[src/rtl/seri_mul_arb.sv]
// seri_mul_arb: round-robin arbiter that shares one 8x8 serial multiplier
// (seri_mul) among NREQ requesters. One request is granted at a time. The
// multiplier is launched with a single-cycle en_mul pulse, and the 16-bit
// product is returned to the winner. A watchdog ends an operation that never
// reports op_done and returns an error response instead.
module seri_mul_arb #(
   parameter int NREQ    = 4,
   parameter int TIMEOUT = 64
) (
   input  logic                clk,
   input  logic                rstn,
   input  logic [NREQ-1:0]     req,
   input  logic [8*NREQ-1:0]   req_a,
   input  logic [8*NREQ-1:0]   req_b,
   output logic [NREQ-1:0]     ack,
   output logic [NREQ-1:0]     rsp_vld,
   output logic [15:0]         rsp_product,
   output logic                rsp_err,
   output logic                busy,
   output logic [7:0]          mul_a,
   output logic [7:0]          mul_b,
   output logic                en_mul,
   input  logic [15:0]         product,
   input  logic                op_done
);

   localparam int IDX_W = (NREQ > 1) ? $clog2(NREQ) : 1;
   localparam int WD_W  = $clog2(TIMEOUT);
   localparam logic [WD_W-1:0] WD_LAST = WD_W'(TIMEOUT - 1);

   typedef enum logic [1:0] {
      IDLE   = 2'd0,
      LAUNCH = 2'd1,
      BUSY   = 2'd2
   } state_t;

   state_t            state_reg;
   logic [IDX_W-1:0]  ptr_reg;
   logic [IDX_W-1:0]  win_id_reg;
   logic [WD_W-1:0]   wd_reg;
   logic [NREQ-1:0]   ack_reg;
   logic [NREQ-1:0]   rsp_vld_reg;
   logic [15:0]       rsp_product_reg;
   logic              rsp_err_reg;
   logic [7:0]        mul_a_reg;
   logic [7:0]        mul_b_reg;
   logic              en_mul_reg;

   // Per-requester operand views and one-hot decodes of the chosen index
   logic [7:0]        op_a [NREQ];
   logic [7:0]        op_b [NREQ];
   logic [NREQ-1:0]   win_onehot;
   logic [NREQ-1:0]   rsp_onehot;

   // Arbitration result for the current cycle
   logic              win_found;
   logic [IDX_W-1:0]  win_idx;
   logic [IDX_W-1:0]  ptr_next;

   genvar gi;
   generate
      for (gi = 0; gi < NREQ; gi++) begin : g_req
         assign op_a[gi]       = req_a[8*gi +: 8];
         assign op_b[gi]       = req_b[8*gi +: 8];
         assign win_onehot[gi] = (win_idx == IDX_W'(gi));
         assign rsp_onehot[gi] = (win_id_reg == IDX_W'(gi));
      end
   endgenerate

   // Round-robin scan: walk offsets from the highest down so the request
   // closest to ptr (smallest offset, wrapping) is the one left standing
   always_comb begin
      int idx;
      idx       = 0;
      win_found = 1'b0;
      win_idx   = '0;
      for (int k = NREQ - 1; k >= 0; k--) begin
         idx = (int'(ptr_reg) + k) % NREQ;
         if (req[IDX_W'(idx)]) begin
            win_found = 1'b1;
            win_idx   = IDX_W'(idx);
         end
      end
      ptr_next = (win_idx == IDX_W'(NREQ - 1)) ? '0 : win_idx + IDX_W'(1);
   end

   // Sequencer: grant in IDLE, pulse en_mul/ack in LAUNCH, wait for op_done
   // or the watchdog in BUSY; ack, en_mul, rsp_vld and rsp_err are one-cycle
   always_ff @(posedge clk or negedge rstn) begin
      if (!rstn) begin
         state_reg       <= IDLE;
         ptr_reg         <= '0;
         win_id_reg      <= '0;
         wd_reg          <= '0;
         ack_reg         <= '0;
         rsp_vld_reg     <= '0;
         rsp_product_reg <= '0;
         rsp_err_reg     <= 1'b0;
         mul_a_reg       <= '0;
         mul_b_reg       <= '0;
         en_mul_reg      <= 1'b0;
      end else begin
         ack_reg     <= '0;
         en_mul_reg  <= 1'b0;
         rsp_vld_reg <= '0;
         rsp_err_reg <= 1'b0;
         case (state_reg)
            IDLE: begin
               // op_done is deliberately not looked at here: a stray
               // completion with nothing outstanding produces no response
               if (win_found) begin
                  mul_a_reg  <= op_a[win_idx];
                  mul_b_reg  <= op_b[win_idx];
                  ack_reg    <= win_onehot;
                  en_mul_reg <= 1'b1;
                  win_id_reg <= win_idx;
                  ptr_reg    <= ptr_next;
                  state_reg  <= LAUNCH;
               end
            end
            LAUNCH: begin
               // The multiplier sees en_mul during this cycle; any op_done
               // now cannot belong to the new operation
               wd_reg    <= '0;
               state_reg <= BUSY;
            end
            BUSY: begin
               if (op_done) begin
                  // A completion on the watchdog's last edge still counts
                  rsp_product_reg <= product;
                  rsp_vld_reg     <= rsp_onehot;
                  state_reg       <= IDLE;
               end else if (wd_reg == WD_LAST) begin
                  rsp_product_reg <= '0;
                  rsp_vld_reg     <= rsp_onehot;
                  rsp_err_reg     <= 1'b1;
                  state_reg       <= IDLE;
               end else begin
                  wd_reg <= wd_reg + WD_W'(1);
               end
            end
            default: begin
               state_reg <= IDLE;
            end
         endcase
      end
   end

   assign ack         = ack_reg;
   assign rsp_vld     = rsp_vld_reg;
   assign rsp_product = rsp_product_reg;
   assign rsp_err     = rsp_err_reg;
   assign mul_a       = mul_a_reg;
   assign mul_b       = mul_b_reg;
   assign en_mul      = en_mul_reg;
   assign busy        = (state_reg != IDLE);

endmodule
[config.mk]
export PLATFORM = sky130hd
export DESIGN_NAME = seri_mul_arb
export DESIGN_NICKNAME = d
export VERILOG_FILES = /design/src/rtl/seri_mul_arb.sv
export SDC_FILE = /design/constraint.sdc
export NUM_CORES = 1
export LEC_CHECK = 0
export CAP_MARGIN = 10
export CORE_UTILIZATION = 36
export DETAILED_ROUTE_END_ITERATION = 12
export PLACE_DENSITY = 0.77
export RECOVER_POWER = 100
export SYNTH_ARGS = -nofsm -noshare
export SYNTH_HDL_FRONTEND = slang
export SYNTH_SLANG_ARGS = --single-unit
[constraint.sdc]
create_clock -name clk -period 1.66 [get_ports clk]
set_input_delay 0.249 -clock clk [delete_from_list [all_inputs] [get_ports clk]]
set_output_delay 0.249 -clock clk [all_outputs]
set_load 0.05 [all_outputs]
* Yosys cells after proc, flatten, opt, wreduce, memory -nomap -nowiden
Cells that the tools add are included.
** Word-level totals
- Memory bits (read-only) :: 0
- Register bits :: 54
- Bits in writable memories :: 0
- Latch bits :: 0
- Logic and storage cells :: 91
- Output and inout bits :: 43
- Bits of input ports :: 87
- Memories :: 0
** Cells by class
- $add $sub $neg :: 5
- Bitwise gates (word level) :: 1
- Div/mod/pow operators :: 0
- Multiplexer cells :: 46
- Equality and inequality tests :: 13
- Shift operators :: 0
- Reductions and logical operators :: 10
- Multiply operators :: 0
- Magnitude comparators :: 5
** Operators by type and width (count)
- binary-select mux 8 bit (select 2 bit) :: 2
- 2-to-1 mux 16 bit :: 2
- 2-to-1 mux 8 bit :: 4
- 2-to-1 mux 4 bit :: 5
- 2-to-1 mux 1 bit :: 17
- < comparator 2 x 4 -> 1 bit, second input constant :: 4
- 2-to-1 mux 2 bit :: 8
- 2-to-1 mux 6 bit :: 2
- case mux 6 bit (2 select lines) :: 1
- equality test 2 bit, second input constant :: 5
- binary-select mux 1 bit (select 2 bit) :: 4
- adder 6 x 1 -> 6 bit, second input constant :: 1
- equality test 2 x 1 -> 1 bit, second input constant :: 3
- equality test 6 bit, second input constant :: 1
- logical NOT 2 bit :: 3
- inequality test 2 bit, second input constant :: 3
- case mux 2 bit (3 select lines) :: 1
- AND reduction 2 bit :: 3
- nonzero test 2 bit :: 3
- adder 2 x 1 -> 2 bit, second input constant :: 2
- adder 2 bit, second input constant :: 2
- greater-or-equal comparator 3 bit, second input constant :: 1
- inequality test 3 bit, second input constant :: 1
- inverter 2 -> 3 bit :: 1
- AND reduction 3 bit :: 1

* Longest topological paths before layout
- Depth in word-level cells :: 12
- Mapped depth :: 9
- Mapped depth without buffers :: 7

* Worst setup path after synthesis
No wires, ideal clock.
- Path kind :: register to register
- From :: register state_reg[0]
- To :: register mul_a_reg[1] (netlist: mul_a[1])
- Period minus slack after synthesis :: 1.678 ns
- Path buffers :: 1
- Setup time :: 0.090 ns
- Arrival :: 1.588 ns
- Stages on the path, launching flop included :: 7
- Slack :: -0.018 ns
- Required time :: 1.570 ns
- Path through :: dfrtp_1 -> or2_2 -> a21o_1 -> inv_2 -> o21ai_2 -> buf_6 -> o221ai_1
** On the way
- Longest elaborated chain between the ends :: 2
** RTL lines
- start: declaration :: RTL line 37 : state_t state_reg;
- start signal: assignment :: RTL line 91 : state_reg <= IDLE;
- start signal: assignment :: RTL line 118 : state_reg <= LAUNCH;
- start signal: assignment :: RTL line 125 : state_reg <= BUSY;
- logical NOT 2 bit :: RTL line 107 : case (state_reg)
- AND reduction 2 bit (no source line)
- end signal: assignment :: RTL line 112 : mul_a_reg <= op_a[win_idx];
- end: declaration :: RTL line 45 : logic [7:0] mul_a_reg;
Every way passes these cells.
A chain may end at the register's enable or synchronous reset.

* Worst setup path after layout
- From :: register ptr_reg[1]
- To :: register mul_a_reg[7] (netlist: mul_a[7])
** On the way
- Longest elaborated chain between the ends :: 12
- Elaborated cells on any way between the ends :: 28
- Those cells by class :: add/sub (3); mux (23); bitwise (1); reduce/logical (1)
** RTL lines
- start: declaration :: RTL line 38 : logic [IDX_W-1:0] ptr_reg;
- start signal: assignment :: RTL line 117 : ptr_reg <= ptr_next;
- adder 2 bit :: RTL line 78 : idx = (int'(ptr_reg) + k) % NREQ;
- binary-select mux 1 bit (select 2 bit) :: RTL line 79 : if (req[IDX_W'(idx)]) begin
- 2-to-1 mux 1 bit (not written as such) (2 in series) :: RTL line 79
- 2-to-1 mux 2 bit (4 in series) :: RTL line 79
- inverter 2 -> 3 bit (not written as such) :: RTL line 112
- binary-select mux 8 bit (select 2 bit) :: RTL line 112
- 2-to-1 mux 8 bit (not written as such) (2 in series) :: RTL line 112
Parallel ways exist; a longest one is shown, timed or not. The select of a mux whose other input is x is not followed.

==> flow_summary.json <==
{
  "status": "finished with violations",
  "violations": "negative setup slack",
  "critPathKind": "reg -> reg",
  "vias": 2321,
  "yosysSeqAreaShare": 0.537,
  "fin_skew_ns": 0.00850,
  "dp_hpwl_um": 4800,
  "fin_nets": 467,
  "cts_tree": "yes",
  "overflow": 0,
  "crit_required_ns": 1.84,
  "die_width_um": 85.6,
  "syn_to_final_growth_pct": 61.3,
  "htreeDepth": 2,
  "reg2reg_slack_ns": -0.001,
  "drt-pass1-iter-count": 4,
  "holdWs_ns": 0.343,
  "netlist_top_cells_area": "dfrtp_1, mux2i_1, a22o_1",
  "finalHoldViolations": 0,
  "fmax_mhz": 602,
  "ys_warn_count": 0,
  "maxSlewHeadroom": 0.547,
  "min_period_over_period": 1.00,
  "clkLatencyLatePin_ns": 0.31,
  "path_clk_slew_ns": 0.10,
  "vdd_drop_max_uv": 1060,
  "pre_cts_ws_ns": -0.388,
  "placed_area_mm2": 0.00391,
  "cts_buffer_depth": 2,
  "drv_slew": 0,
  "synth.most_common_cell": "dfrtp_1",
  "ant_nets": 0,
  "grt_usage": 0.175,
  "via_per_inst": 5.06,
  "antenna_found_initial": 0,
  "ys_types": 36,
  "cp_cell_sequence": "mux2i_1, a211o_4, buf_12, mux2i_2, o221ai_1",
  "die-area_mm2": 0.00733,
  "diodes": 0,
  "row_count": 30,
  "numCtsBuffers": 5,
  "core_mm2": 0.00676,
  "synth_top_area_frac": 0.537,
  "power_w": 0.00728,
  "cts.sinks": 54,
  "fin_ws_ns": -0.00100,
  "synth_edf_count": 0,
  "synthesis.nets": 310,
  "die_h_um": 85.6,
  "yosys_register_bits": 54,
  "cts_root_buffer": "clkbuf_8",
  "yosys-top-cells-count": "dfrtp_1, mux2i_1, nand2_1",
  "yosysTopAreaCell": "dfrtp_1",
  "stdcell_area_mm2": 0.00406,
  "drc_errors": 0,
  "drive_above_1_share": 0.150,
  "layout_min_cycle_time_ns": 1.66,
  "hold_class": "in -> async",
  "powerDensity_mw_per_mm2": 1790,
  "cp_max_fo": 8,
  "grt_max_degree": 30,
  "gp_congestion": 0.723,
  "grt_pass1_wl_um": 10100,
  "cap_violations": 0,
  "drt-initial-drc-count": 93,
  "p_leak_nw": 1.83,
  "rsz0062_at_grt": "true",
  "syn_inst": 221,
  "routedWlPerCell_um": 14.4,
  "tightestPinTransition_ns": 0.679,
  "port-buffer-count": 129,
  "num_io_pins": 130,
  "worst_path_max_delay_cell": "dfrtp_2",
  "setup_viol_count_final": 1,
  "cp-end-kind": "register",
  "cp.arrival_ns": 1.84,
  "ys_async_sr_fraction": 1.00,
  "start_util": 0.373,
  "start_kind": "register",
  "largest_reg_flops": 16,
  "max_stage_delay_ns": 0.46,
  "syn_area_mm2": 0.00252,
  "wl_um": 6630,
  "grt_pass1_vias": 2228,
  "avgSynthCellArea_um2": 11.4,
  "synthFlopType": "dfrtp_1"
}
==> power by group <==
part | total [W] | internal [W] | switching, W
logic | 0.00437 | 0.00155 | 0.00282
clock network | 0.000743 | 0.000305 | 0.000438
registers | 0.00216 | 0.00183 | 0.000331
total | 0.00728 | 0.00369 | 0.00359
==> worst max-delay path, delay by kind of cell, from the launching register on <==
kind                   cells  cell delay [ns]
AO/OA/AOI/OAI              2             0.55
flip-flops                 1             0.46
buffers and inverters      1             0.18
multiplexers               2             0.34
==> kinds of logic (layout without fill, tap and decap cells) <==
logic type	count (synthesis)	in the layout	synth area share
multiplexers	33	33	0.131
buffers and inverters	19	177	0.0462
AND/OR/NAND/NOR	62	62	0.116
flip-flops	54	54	0.537
adder cells (fa/ha/maj)	2	2	0.00994
AO/OA/AOI/OAI	51	51	0.160
==> stage by stage <==
step	setup TNS, ns	cells	utilization
4_1_cts	0	449	0.596
2_1_floorplan	0	221	-
3_5_place_dp	-7.12	440	0.579
3_3_place_gp	-5.52	440	0.579
5_1_grt	-1.19	459	0.601
6_report	-0.00100	459	0.601
==> routing by layer <==
layer  vias up  part of all wire  global-route usage
met1      1081              0.42               0.212
met2       102              0.50               0.304
li1       1128                 -                   -
met5         -                 0                   0
met3        10             0.066              0.0529
met4         0             0.014              0.0439
==> area by class of cell <==
cell class / count / area [um2]
fillers: 603 / 2700
repair buffers: 162 / 1360
flip-flops and latches: 54 / 1350
multi-input cells: 148 / 1130
well taps: 80 / 100
clock buffers: 5 / 68.8
inverters: 7 / 26.3
clock inverters: 3 / 25.0
==> final timing paths <==
kind	start	endpoint	depth (start not counted)
min in group clk	mul_b[5]$_DFFE_PN0P_	mul_b[5]$_DFFE_PN0P_	2
setup reg to reg	ptr_reg[1]$_DFFE_PN0P_	mul_a[7]$_DFFE_PN0P_	5
hold / removal	rstn	ack[0]$_DFF_PN0_	2
hold reg to reg	mul_b[5]$_DFFE_PN0P_	mul_b[5]$_DFFE_PN0P_	2
setup / recovery	ptr_reg[1]$_DFFE_PN0P_	mul_a[7]$_DFFE_PN0P_	5
max in group asynchronous	rstn	rsp_product[13]$_DFFE_PN0P_	3
==> repair_timing <==
action / in CTS / in global routing
endpoints found under the setup margin: 16 / 41
gates cloned: 0 / 4
pin swaps: 0 / 15
hold endpoints to repair: 4 / 0
setup buffers: 0 / 6
resized for setup: 3 / 16
hold buffers: 1 / 0
==> placed cells by master, fill, tap and decap left out, types with 2 or more instances in the layout <==
master,synthesis,layout
mux2i_1,33,29
nand2b_1,4,3
a22o_1,16,16
buf_6,4,2
dfrtp_1,54,53
clkbuf_2,0,3
clkdlybuf4s50_1,0,85
buf_12,0,3
nor2_1,8,8
o21ai_1,0,2
clkbuf_1,4,44
clkbuf_8,0,5
mux2i_2,0,3
inv_2,2,2
ha_1,2,2
nand3_1,5,4
or3_1,2,2
inv_1,5,5
clkbuf_16,0,3
nor3b_1,3,2
o221ai_1,16,16
buf_4,0,20
nand2_1,29,29
nor3_1,3,3
and2_1,2,2
a21o_1,2,2
o21ai_0,7,5
No activity file was read; power rests on OpenSTA's default activity.
